[src/rtl/nvdla_csb_arbiter.sv]
// Round-robin arbiter that funnels N_REQ requester ports onto one CSB engine,
// one transaction at a time, with a per-transaction response timeout.
module nvdla_csb_arbiter #(
  parameter int unsigned N_REQ       = 4,
  parameter int unsigned TIMEOUT_CYC = 1024
) (
  input  logic                   clk_i,
  input  logic                   rst_ni,
  input  logic                   clear_i,
  input  logic [N_REQ-1:0]       req_valid_i,
  output logic [N_REQ-1:0]       req_ready_o,
  input  logic [N_REQ-1:0]       req_write_i,
  input  logic [N_REQ-1:0][15:0] req_addr_i,
  input  logic [N_REQ-1:0][31:0] req_wdat_i,
  output logic [N_REQ-1:0]       rsp_valid_o,
  output logic [31:0]            rsp_rdat_o,
  output logic                   rsp_err_o,
  output logic                   csb_valid_o,
  input  logic                   csb_ready_i,
  output logic                   csb_write_o,
  output logic [15:0]            csb_addr_o,
  output logic [31:0]            csb_wdat_o,
  input  logic                   csb_rdat_valid_i,
  input  logic [31:0]            csb_rdat_i,
  input  logic                   csb_wr_complete_i,
  output logic                   busy_o
);

  localparam int unsigned IDX_W = (N_REQ > 1) ? $clog2(N_REQ) : 1;
  localparam int unsigned CW    = IDX_W + 1;
  localparam int unsigned CNT_W = (TIMEOUT_CYC > 1) ? $clog2(TIMEOUT_CYC) : 1;

  localparam logic [1:0] S_IDLE  = 2'd0;
  localparam logic [1:0] S_ISSUE = 2'd1;
  localparam logic [1:0] S_WAIT  = 2'd2;
  localparam logic [1:0] S_RESP  = 2'd3;

  logic [1:0]       state_q, state_d;
  logic [IDX_W-1:0] rr_ptr_q, owner_q, pick_c;
  logic [CW-1:0]    cand;
  logic             found_c;
  logic             write_q, err_q;
  logic [15:0]      addr_q;
  logic [31:0]      wdat_q, rdat_q;
  logic [CNT_W-1:0] cnt_q;
  logic             grant_c, accept_c, done_c, tmo_c, rd_done_c, wr_done_c;
  logic [N_REQ-1:0] rsp_valid_q;
  logic [31:0]      rsp_rdat_q;
  logic             rsp_err_q;

  // First valid port at or after rr_ptr, wrapping modulo N_REQ
  always_comb begin
    found_c = 1'b0;
    pick_c  = '0;
    cand    = '0;
    for (int unsigned i = 0; i < N_REQ; i++) begin
      cand = {1'b0, rr_ptr_q} + CW'(i);
      if (cand >= CW'(N_REQ)) cand = cand - CW'(N_REQ);
      if (!found_c && req_valid_i[cand[IDX_W-1:0]]) begin
        found_c = 1'b1;
        pick_c  = cand[IDX_W-1:0];
      end
    end
  end

  // Next-state and handshake decode
  always_comb begin
    state_d     = state_q;
    req_ready_o = '0;
    grant_c     = 1'b0;
    accept_c    = 1'b0;
    done_c      = 1'b0;
    tmo_c       = 1'b0;
    rd_done_c   = !write_q && csb_rdat_valid_i;
    wr_done_c   = write_q && csb_wr_complete_i;
    case (state_q)
      S_IDLE: begin
        if (found_c && !clear_i) begin
          req_ready_o[pick_c] = 1'b1;
          grant_c             = 1'b1;
          state_d             = S_ISSUE;
        end
      end
      S_ISSUE: begin
        if (csb_ready_i) begin
          accept_c = 1'b1;
          state_d  = S_WAIT;
        end
      end
      S_WAIT: begin
        // A completion in the final counted cycle beats the timeout
        if (rd_done_c || wr_done_c) begin
          done_c  = 1'b1;
          state_d = S_RESP;
        end else if (cnt_q == CNT_W'(TIMEOUT_CYC - 1)) begin
          tmo_c   = 1'b1;
          state_d = S_RESP;
        end
      end
      S_RESP:  state_d = S_IDLE;
      default: state_d = S_IDLE;
    endcase
  end

  always_ff @(posedge clk_i or negedge rst_ni) begin
    if (!rst_ni)      state_q <= S_IDLE;
    else if (clear_i) state_q <= S_IDLE;
    else              state_q <= state_d;
  end

  // Latched command, timeout counter and registered response stage
  always_ff @(posedge clk_i or negedge rst_ni) begin
    if (!rst_ni) begin
      rr_ptr_q    <= '0;
      owner_q     <= '0;
      write_q     <= 1'b0;
      addr_q      <= '0;
      wdat_q      <= '0;
      cnt_q       <= '0;
      rdat_q      <= '0;
      err_q       <= 1'b0;
      rsp_valid_q <= '0;
      rsp_rdat_q  <= '0;
      rsp_err_q   <= 1'b0;
    end else if (clear_i) begin
      rr_ptr_q    <= '0;
      owner_q     <= '0;
      write_q     <= 1'b0;
      addr_q      <= '0;
      wdat_q      <= '0;
      cnt_q       <= '0;
      rdat_q      <= '0;
      err_q       <= 1'b0;
      rsp_valid_q <= '0;
      rsp_rdat_q  <= '0;
      rsp_err_q   <= 1'b0;
    end else begin
      if (grant_c) begin
        owner_q  <= pick_c;
        write_q  <= req_write_i[pick_c];
        addr_q   <= req_addr_i[pick_c];
        wdat_q   <= req_wdat_i[pick_c];
        rr_ptr_q <= (pick_c == IDX_W'(N_REQ - 1)) ? '0 : pick_c + IDX_W'(1);
      end
      if (accept_c)              cnt_q <= '0;
      else if (state_q == S_WAIT) cnt_q <= cnt_q + CNT_W'(1);
      if (done_c || tmo_c) begin
        rdat_q <= rd_done_c ? csb_rdat_i : '0;
        err_q  <= tmo_c;
      end
      rsp_valid_q <= (state_q == S_RESP) ? (N_REQ'(1) << owner_q) : '0;
      rsp_rdat_q  <= (state_q == S_RESP) ? rdat_q : '0;
      rsp_err_q   <= (state_q == S_RESP) && err_q;
    end
  end

  assign csb_valid_o = (state_q == S_ISSUE);
  assign csb_write_o = write_q;
  assign csb_addr_o  = addr_q;
  assign csb_wdat_o  = wdat_q;
  assign busy_o      = (state_q != S_IDLE);
  assign rsp_valid_o = rsp_valid_q;
  assign rsp_rdat_o  = rsp_rdat_q;
  assign rsp_err_o   = rsp_err_q;

endmodule

[config.mk]
export PLATFORM = sky130hd
export DESIGN_NAME = nvdla_csb_arbiter
export DESIGN_NICKNAME = d
export VERILOG_FILES = /design/src/rtl/nvdla_csb_arbiter.sv
export SDC_FILE = /design/constraint.sdc
export NUM_CORES = 1
export LEC_CHECK = 0
export CORE_ASPECT_RATIO = 1.25
export CORE_UTILIZATION = 37
export CTS_CLUSTER_SIZE = 28
export DETAILED_ROUTE_END_ITERATION = 16
export PLACE_DENSITY = 0.86
export RECOVER_POWER = 100
export SLEW_MARGIN = 40
export SYNTH_ARGS = -nofsm -noshare
export SYNTH_HDL_FRONTEND = slang
export SYNTH_SLANG_ARGS = --single-unit
[constraint.sdc]
create_clock -name clk_i -period 2.35 [get_ports clk_i]
set_input_delay 0.705 -clock clk_i [delete_from_list [all_inputs] [get_ports clk_i]]
set_output_delay 0.705 -clock clk_i [all_outputs]
set_load 0.02 [all_outputs]
### After elaboration in Yosys (flattened, before gate mapping)

Index checks and enable logic that the tools add are counted.

| storage, ports and cells | value |
|---|---|
| bits in registers | 135 |
| input port bits | 238 |
| output and inout bits | 92 |
| logic and storage cells | 130 |

| cells by class | value |
|---|---|
| add/sub/neg operators | 9 |
| magnitude comparators | 10 |
| equality and inequality tests | 8 |
| shifts and indexed selects | 1 |
| mux-type cells | 69 |
| reductions and logical operators | 21 |

Operator list:

| cell | count |
|---|---|
| 2-to-1 mux 32 bit | 8 |
| binary-select mux 32 bit (select 2 bit) | 1 |
| 2-to-1 mux 16 bit | 3 |
| 2-to-1 mux 2 bit | 18 |
| binary-select mux 16 bit (select 2 bit) | 1 |
| 2-to-1 mux 10 bit | 3 |
| 2-to-1 mux 1 bit | 24 |
| 2-to-1 mux 4 bit | 4 |
| < comparator 2 x 3 -> 1 bit (second input constant) | 5 |
| adder 10 x 1 -> 10 bit (second input constant) | 1 |
| binary-select mux 1 bit (select 2 bit) | 5 |
| equality test 10 bit (second input constant) | 1 |
| >= comparator 3 bit (second input constant) | 3 |
| logical AND 1 bit | 8 |
| case mux 2 bit (4 select lines) | 1 |
| subtractor 2 x 1 -> 2 bit (second input constant) | 4 |
| adder 2 x 2 -> 3 bit (second input constant) | 2 |
| equality test 2 bit (second input constant) | 3 |
| nonzero test 2 bit | 3 |
| zero test 1 bit | 5 |
| inequality test 4 bit (second input constant) | 1 |
| left shift 1 x 2 -> 4 bit (first input constant) | 1 |
| adder 2 x 1 -> 3 bit (second input constant) | 1 |
| >= comparator 2 x 3 -> 1 bit (second input constant) | 1 |
| 10 further kinds | 11 |

### Longest topological paths before layout

Gate-level depths: netlist of run 1.

| logic depth | value |
|---|---|
| depth after elaboration | 20 |
| gate-level depth with buffers | 8 |
| gate-level depth less buffers | 7 |

### Least setup slack after synthesis of run 1

OpenSTA, ideal clock, no wires.

| timing | value |
|---|---|
| path kind | input -> output |
| from | input port req_valid_i[2] |
| to | output port req_ready_o[0] |
| arrival time | 1.935 ns |
| required time | 1.645 ns |
| setup slack | -0.290 ns |
| stages on the path | 5 |
| path buffers | 1 |
| path through | nor2b_1 -> a221o_1 -> and2_1 -> buf_2 -> nor3_1 |

| on the way | value |
|---|---|
| longest elaborated chain between the ends | 18 |
| elaborated cells on any way between the ends | 30 |
| classes of those cells | 2 x order compare; 20 x mux; 8 x reduce/logical |

Ends and longest elaborated chain:

| what | RTL line | source |
|---|---|---|
| start: declaration | 10 | `input logic [N_REQ-1:0] req_valid_i,` |
| binary-select mux 1 bit (select 2 bit) | 59 | `if (!found_c && req_valid_i[cand[IDX_W-1:0]]) begin` |
| 2-to-1 mux 1 bit (implied by the code) | 59 |  |
| 2-to-1 mux 1 bit | 59 |  |
| zero test 1 bit | 59 |  |
| logical AND 1 bit | 59 |  |
| 2-to-1 mux 1 bit | 59 |  |
| zero test 1 bit | 59 |  |
| logical AND 1 bit | 59 |  |
| (+2 left out) | -- |  |
| logical AND 1 bit | 59 |  |
| 2-to-1 mux 2 bit | 59 |  |
| < comparator 2 x 3 -> 1 bit (implied by the code) / >= comparator 2 x 1 -> 1 bit (equally long branches) | 79 | `req_ready_o[pick_c] = 1'b1;` |
| logical AND 1 bit (implied by the code) | 79 |  |
| 2-to-1 mux 1 bit (implied by the code) | 79 |  |
| demux 1 bit (select 2 bit) | 79 |  |
| 2-to-1 mux 4 bit * | 78 | `if (found_c && !clear_i) begin` |
| 2-to-1 mux 4 bit * | 76 | `case (state_q)` |
| end: declaration | 11 | `output logic [N_REQ-1:0] req_ready_o,` |

Mark *: on every way between the ends. The rest lies on a longest branch, timed or not. The select of a mux whose other input is x is not followed.

### Worst setup path after layout of run 1

| timing | value |
|---|---|
| from | input port req_valid_i[0] |
| to | output port req_ready_o[3] |

Same word-level chain as after synthesis.

==> results.cfg, run 1 <==
[synth]
syn_area_mm2 = 0.00676
ys_types = 41
synthCells = 665
yosysTopAreaCell = dfrtp_1
yosysWarningCount = 0
avgSynthCellArea_um2 = 10.2
syn_nets = 909
synth_seq_area_share_pct = 50.0
yosys.area.top_type_share_pct = 50.0
synth.area.top_cells = dfrtp_1 (50%), a221o_1 (7.6%), o21ai_0 (6.2%)
synth_seq_cells = 135

[setup_path]
cp.required_ns = 1.64
critical_path.top_delay_family = simple AND/OR/NAND/NOR gates
worstPathArrival_ns = 2.04
end_kind = output port
reg2reg_to = csb_wdat_o[1]$_DFFE_PN0P_
cp_num_buf_inv = 4
max_stage_delay_ns = 0.54
cp_max_fo = 3
cp_cell_sequence = buf_6, buf_6, or4_4, nor3b_4, buf_4, and3_4, buf_6
slowest_stage = or4_4
crit_start = req_valid_i[0]
reg2regPathDepth = 7
start_kind = input pin
r2r-start = rr_ptr_q[1]$_DFFE_PN0P_
crit_path_frequent_cell = buf_6
rrSetupSlack_ns = 0.16
path_class = input pin to output port

[finish]
n_antenna_cell = 0
final_common_cell = clkdlybuf4s50_1
seqCellArea_mm2 = 0.00338
multi_input_area_mm2 = 0.00305
stdcell_area_mm2 = 0.0112
drive_gt1_share_pct = 14.7
area_delta_synth_final_pct = 66.3
nNetsFinal = 1253
fill_cells = 1439
layout_common_cells = clkdlybuf4s50_1 (316), dfrtp_1 (135), nand3_1 (83), o21ai_0 (83), a221o_1 (51)

[status]
violations = negative setup slack
status = finished with violations

[grt]
grt_start_max_net_pins = 65
busiest_layer = met2
grt.total_usage_pct = 25.9
use_met1_pct = 32.4
grt-ovfl-total = 0
grt_use_met2_pct = 40.3
grt_pass1_vias = 6898
grt_pass1_wl_um = 37200
antenna_found_initial = 2
met3_usage_pct = 7.99

[timing]
worstMarginPinSlew_ns = 1.33
fin_crit_ns = 2.75
slew_violations = 0
setup_ws_ns = -0.397
slew_headroom_pct = 11.1
fmax_ghz = 0.364
setup-tns-final_ns = -1.30
setup_viol = 4
rsz0062_at_grt = true
fin_hold_ws_ns = 0.476
hold_violations = 0
min_period_over_period_pct = 117
skew_ns = 0.00452

[clock_tree]
cts_max_path_buffers = 2
h-tree-depth = 4
cts_tree = built
cts_root_buf = clkbuf_16
clock_sinks = 135
cts_buffers = 17
clk_pin_slew_ns = 0.06
cts_hold_repair.buffers = 0
insertion_delay_ns = 0.41

[power_and_ir_drop]
seqPwrFrac_pct = 30.8
p_int_uw = 6680
powerDensity_mw_per_mm2 = 922
finalPower_uw = 10400
p_sw_share_pct = 35.6
leakagePower_uw = 0.00473
combPwrFrac_pct = 42.8
ir_drop_mv = 0.547
p_sw_uw = 3680
power.clock.fraction_pct = 26.5

[die]
die_area_mm2 = 0.0188
rows = 54
ioPinCount = 330
start_util_pct = 38.2
core-area_mm2 = 0.0177
die_y_um = 153
dieWidth_um = 123

[hold_path]
hold_path_end = rsp_rdat_o[5]$_DFF_PN0_
hp-class = flip-flop to flip-flop
worstHoldPathCells = 1
hp-start = rdat_q[5]$_DFFE_PN0P_

[routing]
ant_nets = 0
wl_per_cell_um = 18.9
first_pass_iters = 4
via_count = 6700
drc_errors = 0
wirelength_um = 23500
drt_iter0_drc = 327
via_per_inst = 5.38

[run]
timing.max_cap.violations = 0

[placement]
placed_cell_area_mm2 = 0.0106
place_hpwl_um = 16800
port_buffers = 329
place.gp.congestion = 0.826
timing repair:
item,4_1_cts,5_1_grt
pin swaps,5,3
setup buffers,3,2
setup endpoints to repair,55,55
resized for setup,39,17
endpoints found under the hold margin,0,0
routing by layer:
layer	share of wire (%)	wire length [um]
met1	39	9140
met2	48	11300
met3	9.1	2130
met4	4.0	933
met5	0.11	26
how the worst max path moves through the flow:
stage,cells past startpoint,slack (ns),endpoint
floorplan,6,-0.06,req_ready_o[2]
CTS,7,-0.40,req_ready_o[3]
finish,7,-0.40,req_ready_o[3]
detailed placement,7,-1.13,req_ready_o[1]
global placement,7,-1.12,req_ready_o[1]
global route,8,-0.43,req_ready_o[3]
metrics by stage:
stage / util [%] / worst slack, ns / instances
after global routing: 63.5 / -0.434 / 1245
after global placement: 60.1 / -1.12 / 1209
final: 63.5 / -0.397 / 1245
after detailed placement: 60.1 / -1.13 / 1209
after CTS: 63.8 / -0.400 / 1243
after floorplan: - / -0.0617 / 665
state kept, by name, indices dropped and copies added, names as in the netlist, 4 cells and up:
name and count:
csb_wdat_o 32, cnt_q 10, csb_addr_o 16, rsp_valid_o 4, rdat_q 32, rsp_rdat_o 32
synthesized netlist by cell type, drive strengths merged:
library cell and instances:
a21oi 52, inv 39, nor3b 3, mux2 50, o21ai 84, o22ai 1
nand2 14, nor3 1, xor2 7, or4 1, mux2i 3, a41oi 2
buf 25, a221o 51, nand3 84, a211oi 1, clkbuf 32, and2 36
and4 1, a21o 3, nand4 3, nor2b 2, xnor2 3, nor2 18
o22a 1, ha 6, and3 3, dfrtp 135, nand2b 2, nand3b 1
o21bai 1
final cells by class:
| cell class | instances | share of cell area, % |
|---|---|---|
| repair buffers | 382 | 33.6 |
| clock inverters | 14 | 1.57 |
| well taps | 224 | 2.49 |
| clock buffers | 17 | 3.78 |
| multi-input cells | 434 | 27.2 |
| flip-flops and latches | 135 | 30.1 |
| inverters | 39 | 1.30 |
cells by family (layout without fill, tap and decap cells):
| family | Yosys count | after routing | synth area share [%] |
|---|---|---|---|
| muxes | 53 | 53 | 8.77 |
| AOI/OAI and AO/OA | 196 | 196 | 18.8 |
| xor gates and xnor gates | 10 | 10 | 1.30 |
| buffers and inverters | 96 | 452 | 6.57 |
| adders and majority gates | 6 | 6 | 1.11 |
| and+or+nand+nor | 169 | 169 | 13.5 |
| DFF | 135 | 135 | 50.0 |
power by group through the flow:
| stage | Clock [uW] | Combinational [uW] | Sequential [uW] |
|---|---|---|---|
| after floorplan | 0 | 1770 | 3670 |
| final | 2740 | 4430 | 3190 |
| after detailed placement | 0 | 4400 | 3200 |
| after CTS | 2790 | 4460 | 3180 |
| after global routing | 2890 | 4740 | 3250 |
| after global placement | 0 | 4330 | 3200 |
No activity file was read; power rests on OpenSTA's default activity.
==> inputs of run 2 (changes only) <==
==> constraint.sdc (replaced) <==
create_clock -name clk_i -period 2.2 [get_ports clk_i]
set_input_delay 0.66 -clock clk_i [delete_from_list [all_inputs] [get_ports clk_i]]
set_output_delay 0.66 -clock clk_i [all_outputs]
set_load 0.02 [all_outputs]
==> results.cfg, run 2 (synthesized netlist as in run 1, its figures left out) <==
[status]
status = finished with violations
violations = negative setup slack

[power_and_ir_drop]
p_sw_share_pct = 35.6
ir_drop_mv = 0.639
power.clock.fraction_pct = 25.5
p_int_uw = 7500
powerDensity_mw_per_mm2 = 1000
p_sw_uw = 4140
leakagePower_uw = 0.00519
combPwrFrac_pct = 45.1
seqPwrFrac_pct = 29.5
finalPower_uw = 11600

[die]
dieWidth_um = 123
die_area_mm2 = 0.0188
rows = 54
core-area_mm2 = 0.0177
ioPinCount = 330
die_y_um = 153
start_util_pct = 38.2

[finish]
fill_cells = 1382
multi_input_area_mm2 = 0.00311
seqCellArea_mm2 = 0.00338
finalNonFillerCells = 1266
layout_common_cells = clkdlybuf4s50_1 (247), dfrtp_1 (133), o21ai_0 (84), nand3_1 (83), dlygate4sd3_1 (70)
drive_gt1_share_pct = 17.7
final_common_cell = clkdlybuf4s50_1
area_delta_synth_final_pct = 72.0
nNetsFinal = 1272

[timing]
rsz0062_at_grt = true
slew_headroom_pct = 16.4
fmax_ghz = 0.385
worstMarginPinSlew_ns = 1.25
setup-tns-final_ns = -4.41
min_period_over_period_pct = 118
setup_ws_ns = -0.399
skew_ns = 0.0101
slew_violations = 0
fin_crit_ns = 2.60
setup_viol = 57
hold_violations = 0

[routing]
drc_errors = 0
ant_nets = 0
drt_iter0_drc = 342
via_count = 6896
wl_per_cell_um = 19.9
wirelength_um = 25100
via_per_inst = 5.45
first_pass_iters = 5

[setup_path]
end_kind = output port
cp_max_fo = 5
cp_num_buf_inv = 3
cp_cell_sequence = buf_4, or4_4, nor3b_4, buf_4, and2_4, buf_6
worstPathArrival_ns = 1.94
crit_path_frequent_cell = buf_4
cp.required_ns = 1.54
start_kind = input pin
slowest_stage = or4_4
path_class = input pin to output port
critical_path.top_delay_family = simple AND/OR/NAND/NOR gates
max_stage_delay_ns = 0.55

[grt]
busiest_layer = met2
grt_pass1_vias = 7182
met3_usage_pct = 6.83
antenna_found_initial = 2
grt-ovfl-total = 0
grt_pass1_wl_um = 38500
grt_start_max_net_pins = 53
use_met1_pct = 32.4
grt.total_usage_pct = 27.0
grt_use_met2_pct = 45.0

[clock_tree]
insertion_delay_ns = 0.42
cts_buffers = 17
clock_sinks = 135
clk_pin_slew_ns = 0.06
cts_hold_repair.buffers = 0
h-tree-depth = 4
cts_max_path_buffers = 2
cts_root_buf = clkbuf_16
cts_tree = built

[placement]
port_buffers = 329
dp_cells = 1214
place.gp.congestion = 0.796
dpl_worst_slack_ns = -1.33
place_hpwl_um = 17300

[hold_path]
hp-class = flip-flop to flip-flop

[run]
timing.max_cap.violations = 0
==> run 2: final timing paths <==
kind,start,endpoint,slack (ns),depth (start not counted)
worst max register to register,rr_ptr_q[1]$_DFFE_PN0P_,csb_wdat_o[27]$_DFFE_PN0P_,-0.12,9
max in group asynchronous,rst_ni,csb_wdat_o[22]$_DFFE_PN0P_,0.40,2
worst max-delay path,req_valid_i[2],req_ready_o[2],-0.40,6
worst min register to register,rdat_q[17]$_DFFE_PN0P_,rsp_rdat_o[17]$_DFF_PN0_,0.47,1
worst min-delay path,rdat_q[17]$_DFFE_PN0P_,rsp_rdat_o[17]$_DFF_PN0_,0.47,1
min in group asynchronous,rst_ni,rsp_rdat_o[31]$_DFF_PN0_,0.50,1
==> run 2: cell type report <==
class                           instances  share of cell area [%]
Inverter                               39                    1.26
Antenna cell                            1                  0.0215
Multi-Input combinational cell        434                    26.7
Timing Repair Buffer                  401                    35.2
Clock buffer                           19                    3.81
Sequential cell                       135                    29.1
Tap cell                              224                    2.41
Clock inverter                         13                    1.47
==> run 2: timing repair <==
action                                  in CTS  in global routing
buffers inserted                            14                  2
pin swaps                                   39                  7
resized for setup                           81                  7
endpoints found under the hold margin        0                  0
gates cloned                                 5                  1
endpoints found under the setup margin      58                 55
==> run 2: routing by layer <==
| layer | share of wire [%] | up-vias |
|---|---|---|
| met5 | 0.036 | - |
| met4 | 3.4 | 2 |
| met3 | 8.1 | 59 |
| met2 | 50 | 353 |
| met1 | 39 | 3355 |
| li1 | - | 3127 |
==> run 2: worst register-to-register path, cell delays in order (launching register included) <==
cell     delay [ns]
dfrtp_2        0.44
buf_6          0.14
mux2i_4        0.19
o22a_2         0.24
nand2_4        0.09
buf_4          0.15
buf_12         0.15
buf_16         0.13
mux2_2         0.36
a221o_1        0.32
==> run 2: through the flow <==
| stage | util, % | hold WS [ns] | area (um^2) |
|---|---|---|---|
| 3_5_place_dp | 60.7 | 0.464 | 10700 |
| 3_3_place_gp | 60.7 | 0.456 | 10700 |
| 4_1_cts | 66.1 | 0.179 | 11700 |
| 2_1_floorplan | - | 0.364 | 6850 |
| 6_report | 65.7 | 0.472 | 11600 |
| 5_1_grt | 65.7 | 0.488 | 11600 |
==> run 2: power groups by stage <==
stage / clock network (uW) / registers [uW] / logic (uW)
after detailed placement: 0 / 3440 / 4850
after global routing: 3120 / 3490 / 5540
final: 2960 / 3430 / 5240
after CTS: 3010 / 3430 / 5360
after floorplan: 0 / 3920 / 1920
after global placement: 0 / 3420 / 4760
==> inputs of run 3 (changes only) <==
--- a/config.mk
+++ b/config.mk
@@ -6,6 +6,7 @@
 export NUM_CORES = 1
 export LEC_CHECK = 0
 export CORE_ASPECT_RATIO = 1.25
+export CORE_MARGIN = 1.5
 export CORE_UTILIZATION = 37
 export CTS_CLUSTER_SIZE = 28
 export DETAILED_ROUTE_END_ITERATION = 16
==> results.cfg, run 3 (synthesized netlist as in run 1, its figures left out) <==
[timing]
slew_violations = 0
worstMarginPinSlew_ns = 1.28
hold_violations = 0
setup_ws_ns = -0.360
slew_headroom_pct = 14.4
setup_viol = 4
setup-tns-final_ns = -1.33
min_period_over_period_pct = 116
fin_hold_ws_ns = 0.472
fin_crit_ns = 2.56
fmax_ghz = 0.391
rsz0062_at_grt = true
skew_ns = 0.00945

[finish]
nNetsFinal = 1258
area_delta_synth_final_pct = 65.9
seqCellArea_mm2 = 0.00338
final_common_cell = clkdlybuf4s50_1
multi_input_area_mm2 = 0.00305
fill_cells = 1481
drive_gt1_share_pct = 15.7
final_util_pct = 62.2
layout_common_cells = clkdlybuf4s50_1 (249), dfrtp_1 (134), nand3_1 (83), o21ai_0 (78), dlygate4sd3_1 (67)

[power_and_ir_drop]
ir_drop_mv = 0.572
powerDensity_mw_per_mm2 = 971
leakagePower_uw = 0.00493

[grt]
grt.total_usage_pct = 25.7
grt_start_max_net_pins = 53
grt-ovfl-total = 0
grt_pass1_vias = 6863
grt_pass1_wl_um = 37000
antenna_found_initial = 1

[die]
rows = 55
dieWidth_um = 124
ioPinCount = 330
die_y_um = 154
start_util_pct = 37.5
core-area_mm2 = 0.0180
die_area_mm2 = 0.0191

[routing]
first_pass_iters = 6
drt_iter0_drc = 367
via_count = 6811
via_per_inst = 5.42
drc_errors = 0
wirelength_um = 24800
ant_nets = 0
wl_per_cell_um = 19.8

[clock_tree]
clock_sinks = 135
cts_tree = built
cts_hold_repair.buffers = 0
clk_pin_slew_ns = 0.07
cts_buffers = 17
cts_max_path_buffers = 2
insertion_delay_ns = 0.42
h-tree-depth = 4
cts_root_buf = clkbuf_16

[setup_path]
cp.required_ns = 1.54
reg2regPathDepth = 6
cp_cell_sequence = mux2i_4, buf_6, o22ai_4, a21oi_4, buf_6, nand2_4, nor2_4, buf_6
end_kind = output port
critical_path.top_delay_family = flip-flops
path_class = flip-flop to output port
start_kind = flip-flop
max_stage_delay_ns = 0.45
critical_path_depth = 8
cp_num_buf_inv = 3
cp_max_fo = 5
crit_path_frequent_cell = buf_6
slowest_stage = dfrtp_2
worstPathArrival_ns = 1.90

[hold_path]
hp-class = flip-flop to flip-flop
worstHoldPathCells = 1

[placement]
port_buffers = 329
place.gp.congestion = 0.825
place_hpwl_um = 17700
dpl_worst_slack_ns = -1.22

[status]
status = finished with violations
violations = negative setup slack

[run]
timing.max_cap.violations = 0
[run 3: changes by cell type in the layout (fill, tap and decap cells not counted), sizes merged]
| cell | delta |
|---|---|
| dlygate4sd2 | +1 |
| bufinv | -3 |
| clkdlybuf4s15 | -1 |
| buf | -11 |
| clkdlybuf4s50 | +2 |
| inv | +5 |
| clkinvlp | +2 |
| dlygate4sd3 | -3 |
| clkinv | -2 |
| clkbuf | -4 |
[run 3: worst paths after layout]
path | startpoint | to | slack, ns
worst max-delay path | rr_ptr_q[1]$_DFFE_PN0P_ | req_ready_o[1] | -0.36
worst min-delay path | rdat_q[14]$_DFFE_PN0P_ | rsp_rdat_o[14]$_DFF_PN0_ | 0.47
worst max register to register | rr_ptr_q[1]$_DFFE_PN0P_ | csb_addr_o[10]$_DFFE_PN0P_ | 0.04
worst min register to register | rdat_q[14]$_DFFE_PN0P_ | rsp_rdat_o[14]$_DFF_PN0_ | 0.47
max in group asynchronous | rst_ni | rsp_rdat_o[7]$_DFF_PN0_ | 0.29
min in group asynchronous | rst_ni | rsp_rdat_o[24]$_DFF_PN0_ | 0.53
[run 3: layout make-up]
cell class                      count  area share (%)
Multi-Input combinational cell    434            27.2
Sequential cell                   135            30.1
Antenna cell                        1          0.0223
Tap cell                          228            2.54
Inverter                           39            1.31
Clock inverter                     15            1.24
Clock buffer                       17            3.79
Timing Repair Buffer              387            33.8
[run 3: through the flow]
step           cell area [um^2]  power, uW  instances
2_1_floorplan              6850       5840        665
3_3_place_gp              10700       8110       1215
5_1_grt                   11200      11400       1256
4_1_cts                   11300      11100       1250
3_5_place_dp              10700       8210       1215
6_report                  11200      10900       1256
[run 3: per-layer routing]
layer | global-route usage (%) | part of all wire, % | vias to the layer above
met5 | 0 | 0 | -
met4 | 10.1 | 3.6 | 0
met3 | 7.60 | 8.5 | 63
met2 | 44.2 | 51 | 380
met1 | 29.7 | 37 | 3275
li1 | - | - | 3093
[run 3: where the power goes]
group          switching (uW)  internal [uW]  total, uW
Sequential                368           3040       3410
Clock                    1240           1490       2740
Combinational            2490           2250       4740
[run 3: worst reg2reg max path, stage by stage (launching register included)]
cell      delay, ns
dfrtp_2        0.47
nand2b_1       0.19
a21o_2         0.24
nand2_2        0.16
buf_8          0.27
mux2_1         0.40
a221o_1        0.33
[run 3: timing repair]
action	CTS	global route
buffers inserted	3	4
gates resized for setup	52	19
pin swaps	8	4
setup endpoints to repair	56	34
gates cloned	0	1
